[src/rtl/common_dffram_fifo_pkg.sv]
// Shared constants and helpers for the DFF-based RAM used by the FIFO.
// Only the storage macro's bit-enable geometry lives here; FIFO pointer
// and flag logic is kept local to the FIFO itself.
package common_dffram_fifo_pkg;

  // Each write-enable bit on the storage covers one lane of this many bits.
  localparam int DFFRAM_BE_GRAIN = 8;

  // Number of write-enable lanes needed to cover a data word.
  // A partial top lane still gets its own enable bit.
  function automatic int dffram_be_width(input int data_width);
    return (data_width + DFFRAM_BE_GRAIN - 1) / DFFRAM_BE_GRAIN;
  endfunction

endpackage

[src/rtl/common_dffram_2a1wb1r.sv]
// Flip-flop RAM with one write port (port a, lane write-enables) and one
// asynchronous read port (port b). Array contents are never reset; the
// active-high rst only blocks writes while the owner is held in reset.
module common_dffram_2a1wb1r
  import common_dffram_fifo_pkg::*;
#(
  parameter int DATA_WIDTH = 8,
  parameter int ADDR_WIDTH = 2,
  parameter int DEPTH      = 4,
  parameter int BE_WIDTH   = dffram_be_width(DATA_WIDTH)
) (
  input  logic                  clk,
  input  logic                  rst,
  input  logic                  ena,
  input  logic [BE_WIDTH-1:0]   wea,
  input  logic [ADDR_WIDTH-1:0] addra,
  input  logic [DATA_WIDTH-1:0] dina,
  input  logic [ADDR_WIDTH-1:0] addrb,
  output logic [DATA_WIDTH-1:0] doutb
);

  logic [DATA_WIDTH-1:0] mem [DEPTH];

  // Write port: each data bit is written only when its lane enable is set.
  always_ff @(posedge clk) begin
    if (!rst && ena) begin
      for (int i = 0; i < DATA_WIDTH; i++) begin
        if (wea[i / DFFRAM_BE_GRAIN]) begin
          mem[addra][i] <= dina[i];
        end
      end
    end
  end

  // Read port: combinational, so the word at addrb is visible immediately.
  always_comb begin
    doutb = mem[addrb];
  end

endmodule

[src/rtl/common_dffram_fifo.sv]
// Show-ahead synchronous FIFO built on a flip-flop RAM.
//
// Handshake: a transfer happens on a rising edge where valid && ready are
// both high on that side. in_ready is !full and never looks at out_ready,
// so there is no combinational path from consumer to producer. out_valid
// is !empty and out_data is the oldest entry, read straight from storage.
//
// Occupancy comes only from the two registered pointers, each one bit
// wider than the storage address; the extra MSB is the wrap bit that
// tells full apart from empty when the low bits match.
module common_dffram_fifo
  import common_dffram_fifo_pkg::*;
#(
  parameter int FIFO_DATA_WIDTH = 8,
  parameter int FIFO_ADDR_WIDTH = 2
) (
  input  logic                       clk,
  input  logic                       reset,
  input  logic                       flush,
  input  logic                       in_valid,
  input  logic [FIFO_DATA_WIDTH-1:0] in_data,
  output logic                       in_ready,
  output logic                       out_valid,
  output logic [FIFO_DATA_WIDTH-1:0] out_data,
  input  logic                       out_ready,
  output logic [FIFO_ADDR_WIDTH:0]   count,
  output logic                       full,
  output logic                       empty
);

  localparam int DEPTH    = 1 << FIFO_ADDR_WIDTH;
  localparam int PTR_W    = FIFO_ADDR_WIDTH + 1;
  localparam int BE_WIDTH = dffram_be_width(FIFO_DATA_WIDTH);
  localparam logic [PTR_W-1:0] PTR_ONE = PTR_W'(1);

  logic [PTR_W-1:0]    wptr;
  logic [PTR_W-1:0]    rptr;
  logic                push;
  logic                pop;
  logic                storage_rst;
  logic [BE_WIDTH-1:0] wea_all;

  // Flags, occupancy and handshake qualifiers, all from the registered pointers.
  always_comb begin
    full      = (wptr[FIFO_ADDR_WIDTH] != rptr[FIFO_ADDR_WIDTH]) &&
                (wptr[FIFO_ADDR_WIDTH-1:0] == rptr[FIFO_ADDR_WIDTH-1:0]);
    empty     = (wptr == rptr);
    count     = wptr - rptr;
    in_ready  = !full;
    out_valid = !empty;
    push      = in_valid && in_ready;
    pop       = out_valid && out_ready;
  end

  // Pointer update: flush wins over any push or pop in the same cycle.
  always_ff @(posedge clk or negedge reset) begin
    if (!reset) begin
      wptr <= '0;
      rptr <= '0;
    end else if (flush) begin
      wptr <= '0;
      rptr <= '0;
    end else begin
      if (push) begin
        wptr <= wptr + PTR_ONE;
      end
      if (pop) begin
        rptr <= rptr + PTR_ONE;
      end
    end
  end

  // Storage takes an active-high reset and always writes full words.
  always_comb begin
    storage_rst = ~reset;
    wea_all     = '1;
  end

  common_dffram_2a1wb1r #(
    .DATA_WIDTH (FIFO_DATA_WIDTH),
    .ADDR_WIDTH (FIFO_ADDR_WIDTH),
    .DEPTH      (DEPTH),
    .BE_WIDTH   (BE_WIDTH)
  ) u_storage (
    .clk   (clk),
    .rst   (storage_rst),
    .ena   (push),
    .wea   (wea_all),
    .addra (wptr[FIFO_ADDR_WIDTH-1:0]),
    .dina  (in_data),
    .addrb (rptr[FIFO_ADDR_WIDTH-1:0]),
    .doutb (out_data)
  );

endmodule

[config.mk]
export PLATFORM = sky130hd
export DESIGN_NAME = common_dffram_fifo
export DESIGN_NICKNAME = d
export VERILOG_FILES = /design/src/rtl/common_dffram_fifo_pkg.sv /design/src/rtl/common_dffram_2a1wb1r.sv /design/src/rtl/common_dffram_fifo.sv
export SDC_FILE = /design/constraint.sdc
export NUM_CORES = 1
export LEC_CHECK = 0
export ABC_AREA = 1
export CAP_MARGIN = 20
export CORE_MARGIN = 3
export CORE_UTILIZATION = 26
export CTS_BUF_LIST = sky130_fd_sc_hd__clkbuf_2
export CTS_CLUSTER_SIZE = 40
export DETAILED_ROUTE_END_ITERATION = 12
export DONT_BUFFER_PORTS = 1
export HOLD_SLACK_MARGIN = 0.1
export MAX_ROUTING_LAYER = met4
export SLEW_MARGIN = 20
export SYNTH_ARGS = -nofsm -noshare
export SYNTH_HDL_FRONTEND = slang
export SYNTH_SLANG_ARGS = --single-unit
export TNS_END_PERCENT = 1
[constraint.sdc]
create_clock -name clk -period 2.6 [get_ports clk]
set_input_delay 0.39 -clock clk [delete_from_list [all_inputs] [get_ports clk]]
set_output_delay 0.39 -clock clk [all_outputs]
set_load 0.02 [all_outputs]
==> impl_summary.txt <==
----------------------------------------------------
[Timing]
  Worst slew margin relative to its limit ... 63.61%
  RSZ-0062 raised after global routing ... no
  Clock skew ... 0.02365 ns
  Portion of the clock cycle consumed by the worst path in the final layout ... 88.81%
  Hold Vio Cnt, Final ... 0
  Final critical path time including I/O delays and setup ... 2.309 ns
  Number of setup violations in the final report ... 0
  Fmax ... 433.1 MHz
  Count of final max-slew check failures ... 0
  Aggregate negative setup slack ... 0 ns
  Fin Hold WS ... 0.1603 ns
  Worst-margin pin slew ... 0.5540 ns

[Yosys]
  Number of distinct library cells after synthesis ... 22
  Yosys top cell area share ... 55.49%
  Count of warnings emitted by yosys ... 0
  Average cell area after synthesis ... 11.62 sq um
  Largest cells by area after synthesis ... sky130_fd_sc_hd__edfxtp_1, sky130_fd_sc_hd__dfrtp_1, sky130_fd_sc_hd__nor2_1
  Share of the yosys chip area belonging to registers ... 64.16%
  Cell taking the most area after synthesis ... sky130_fd_sc_hd__edfxtp_1
  Net Count, Synth ... 170
  Number of flip-flops and latches in the synthesized netlist ... 38
  Post-Syn Area ... 1732 sq um
  Gate Count Post-Synth ... 149

[Critical path]
  Worst Setup EP ... count[2]
  Crit Path Class ... reg2out
  Endpoint type of the worst setup path ... output port
  Depth of the most critical reg-to-reg path ... 8
  Reg-to-Reg End ... u_storage.mem[1][2]
  Startpoint of the lowest-slack register-to-register path ... wptr[0]
  Worst reg-to-reg setup slack ... 0.60 ns
  Critical Path Source ... wptr[0]
  Arrival time of data at the critical path endpoint ... 1.92 ns
  Startpoint type of the worst setup path ... flop
  Data required time of the worst path ... 2.21 ns
  Critical path peak fanout ... 4

[Cells and area]
  Area growth from synthesis to layout ... 15.46%
  Antenna cells ... 0
  Post-route cell area ... 1999 sq um
  Number of nets in the finished design ... 188
  Count of filler cells inserted in the layout ... 648
  Fraction of final layout cells with drive strength greater than 1 ... 12.57%

[Clocking]
  CTS buffer count ... 5
  Worst-skew pair later-pin latency ... 0.38 ns
  Clock sink count ... 38
  Number of resized instances in the post-cts repair step ... 0
  Number of buffers inserted to repair setup after CTS ... 0
  Clock Path Buffers ... 2
  Clock slew at the register clock pins of the worst setup and hold paths ... 0.16 ns
  Post-CTS Hold Buffers ... 9
  Number of levels in the clock H-tree ... 2
  CTS root buf ... sky130_fd_sc_hd__clkbuf_2
  TritonCTS clock tree ... done

[Drt]
  Vias after detailed routing ... 1,137
  Final antenna-violating net count ... 0
  Residual DRC ... 0
  Routed WL ... 3.431 mm
  1st-pass router iterations ... 4
  Detailed Route Iter0 Violations ... 95
  Routed len/inst ... 14.06 um
  Vias per std cell ... 4.660

[Global routing]
  Global-route wire length before repair ... 5.506 mm
  GRT Util Overall ... 9.986%
  Antenna violations before repair ... 0
  Pin count of the biggest net entering global routing ... 20
  Via count of the first global-routing pass ... 1,069
  Gr ovfl total ... 0

[Die]
  Die area ... 7676 sq um
  Number of cell rows ... 29
  Chip height ... 87.61 um
  Initial standard-cell utilization of the core ... 27.12%
  Total I/O pin count ... 28
  Die X ... 87.61 um
  Core area ... 6386 sq um

[Pwr]
  Total power density per cell area ... 661.4 nW/um^2
  Total power of the final layout ... 1.322 mW
  Static leakage power ... 0.8091 nW
  Peak VDD IR ... 319.4 uV

[Placed design]
  Cell Area, Placed ... 1851 sq um
  Global placement routability congestion ... 0.6708
  Hpwl dp ... 2.397 mm
  Count of port buffers added during placement ... 0

[Run]
  Count of max-cap constraint violations ... 0

[Hold path]
  Hold Crit Class ... in2reg

[Status]
  Result of the run ... completed

----------------------------------------------------
-- per-layer routing --
metal  GRT usage (%)  share of wire, %  wire length, um
met5               -                 0                0
met2           13.84                45             1551
met3           3.104               5.1              174
met4           4.184               1.9               65
met1           13.46                48             1639
-- worst max-delay path: stages, from the launching register on --
cell                      delay, ns
sky130_fd_sc_hd__dfrtp_1       0.43
sky130_fd_sc_hd__inv_1         0.11
sky130_fd_sc_hd__ha_1          0.20
sky130_fd_sc_hd__fa_1          0.41
sky130_fd_sc_hd__xor2_1        0.41
-- cells by family (layout without fill, tap and decap cells) --
family                     count (synthesis)  count (layout)  share of synthesized area (%)
and+or+nand+nor                           55              55                          15.75
DFF                                       38              38                          64.16
AOI/OAI and AO/OA                         24              24                          7.514
buffers and inverters                     23              41                          5.852
adders and majority gates                  8               8                          6.214
xor gates and xnor gates                   1               1                         0.5059
-- cell usage after synthesis --
cell type,count
sky130_fd_sc_hd__edfxtp_1,32
sky130_fd_sc_hd__nor2_1,24
sky130_fd_sc_hd__inv_1,15
sky130_fd_sc_hd__nand2_1,14
sky130_fd_sc_hd__o21ai_0,13
sky130_fd_sc_hd__o22ai_1,8
sky130_fd_sc_hd__ha_1,7
sky130_fd_sc_hd__dfrtp_1,6
sky130_fd_sc_hd__nand3_1,6
sky130_fd_sc_hd__nand4_1,6
sky130_fd_sc_hd__buf_2,3
sky130_fd_sc_hd__o21ai_1,3
sky130_fd_sc_hd__buf_4,2
sky130_fd_sc_hd__nand3_4,2
sky130_fd_sc_hd__clkinv_2,1
sky130_fd_sc_hd__fa_1,1
sky130_fd_sc_hd__inv_2,1
sky130_fd_sc_hd__inv_4,1
sky130_fd_sc_hd__nand2_2,1
sky130_fd_sc_hd__nand2_4,1
sky130_fd_sc_hd__nand3_2,1
sky130_fd_sc_hd__xor2_1,1
-- stage by stage --
| step | std cells | worst slack, ns | util (%) |
|---|---|---|---|
| after floorplan | 149 | 0.5512 | - |
| after global placement | 228 | 0.6018 | 28.98 |
| final | 244 | 0.2909 | 31.31 |
| after detailed placement | 228 | 0.5769 | 28.98 |
| after global routing | 244 | 0.1271 | 31.31 |
| after CTS | 244 | 0.2448 | 31.31 |
-- layout by cell type, fill, tap and decap left out, types with 2 or more instances in the layout --
cell                            instances
sky130_fd_sc_hd__buf_4                  7
sky130_fd_sc_hd__clkbuf_2               5
sky130_fd_sc_hd__dfrtp_1                6
sky130_fd_sc_hd__dlygate4sd3_1          9
sky130_fd_sc_hd__edfxtp_1              32
sky130_fd_sc_hd__ha_1                   7
sky130_fd_sc_hd__inv_1                 15
sky130_fd_sc_hd__nand2_1               14
sky130_fd_sc_hd__nand3_1                6
sky130_fd_sc_hd__nand3_4                2
sky130_fd_sc_hd__nand4_1                6
sky130_fd_sc_hd__nor2_1                24
sky130_fd_sc_hd__o21ai_0               13
sky130_fd_sc_hd__o21ai_1                3
sky130_fd_sc_hd__o22ai_1                8
-- power breakdown --
| group | total [mW] | internal [mW] | switching, mW |
|---|---|---|---|
| sequential | 0.690 | 0.681 | 0.00879 |
| clock | 0.335 | 0.155 | 0.180 |
| combinational | 0.297 | 0.0754 | 0.221 |
-- state kept, by name (all words and copies together), names as in the netlist --
name / flops
u_storage.mem: 32
rptr: 3
wptr: 3
-- area by class of cell --
class | instances | area (sq um) | area share, %
repair buffers | 16 | 142.6 | 7.134
inverters | 18 | 71.32 | 3.567
clock buffers | 5 | 25.02 | 1.252
clock inverters | 2 | 33.78 | 1.690
well taps | 77 | 96.34 | 4.819
flip-flops and latches | 38 | 1111 | 55.57
multi-input cells | 88 | 519.2 | 25.97
-- worst min path at each step --
| stage | startpoint | end | slack (ns) | cells past startpoint |
|---|---|---|---|---|
| 6_report | out_ready | rptr[1] | 0.16 | 2 |
| 5_1_grt | out_ready | rptr[1] | 0.12 | 2 |
| 4_1_cts | in_valid | wptr[1] | 0.12 | 2 |
| 2_1_floorplan | reset | rptr[0] | 0.09 | 0 |
| 3_3_place_gp | reset | rptr[2] | 0.09 | 0 |
| 3_5_place_dp | reset | rptr[2] | 0.09 | 0 |
Power figures use the tool's default switching activity.
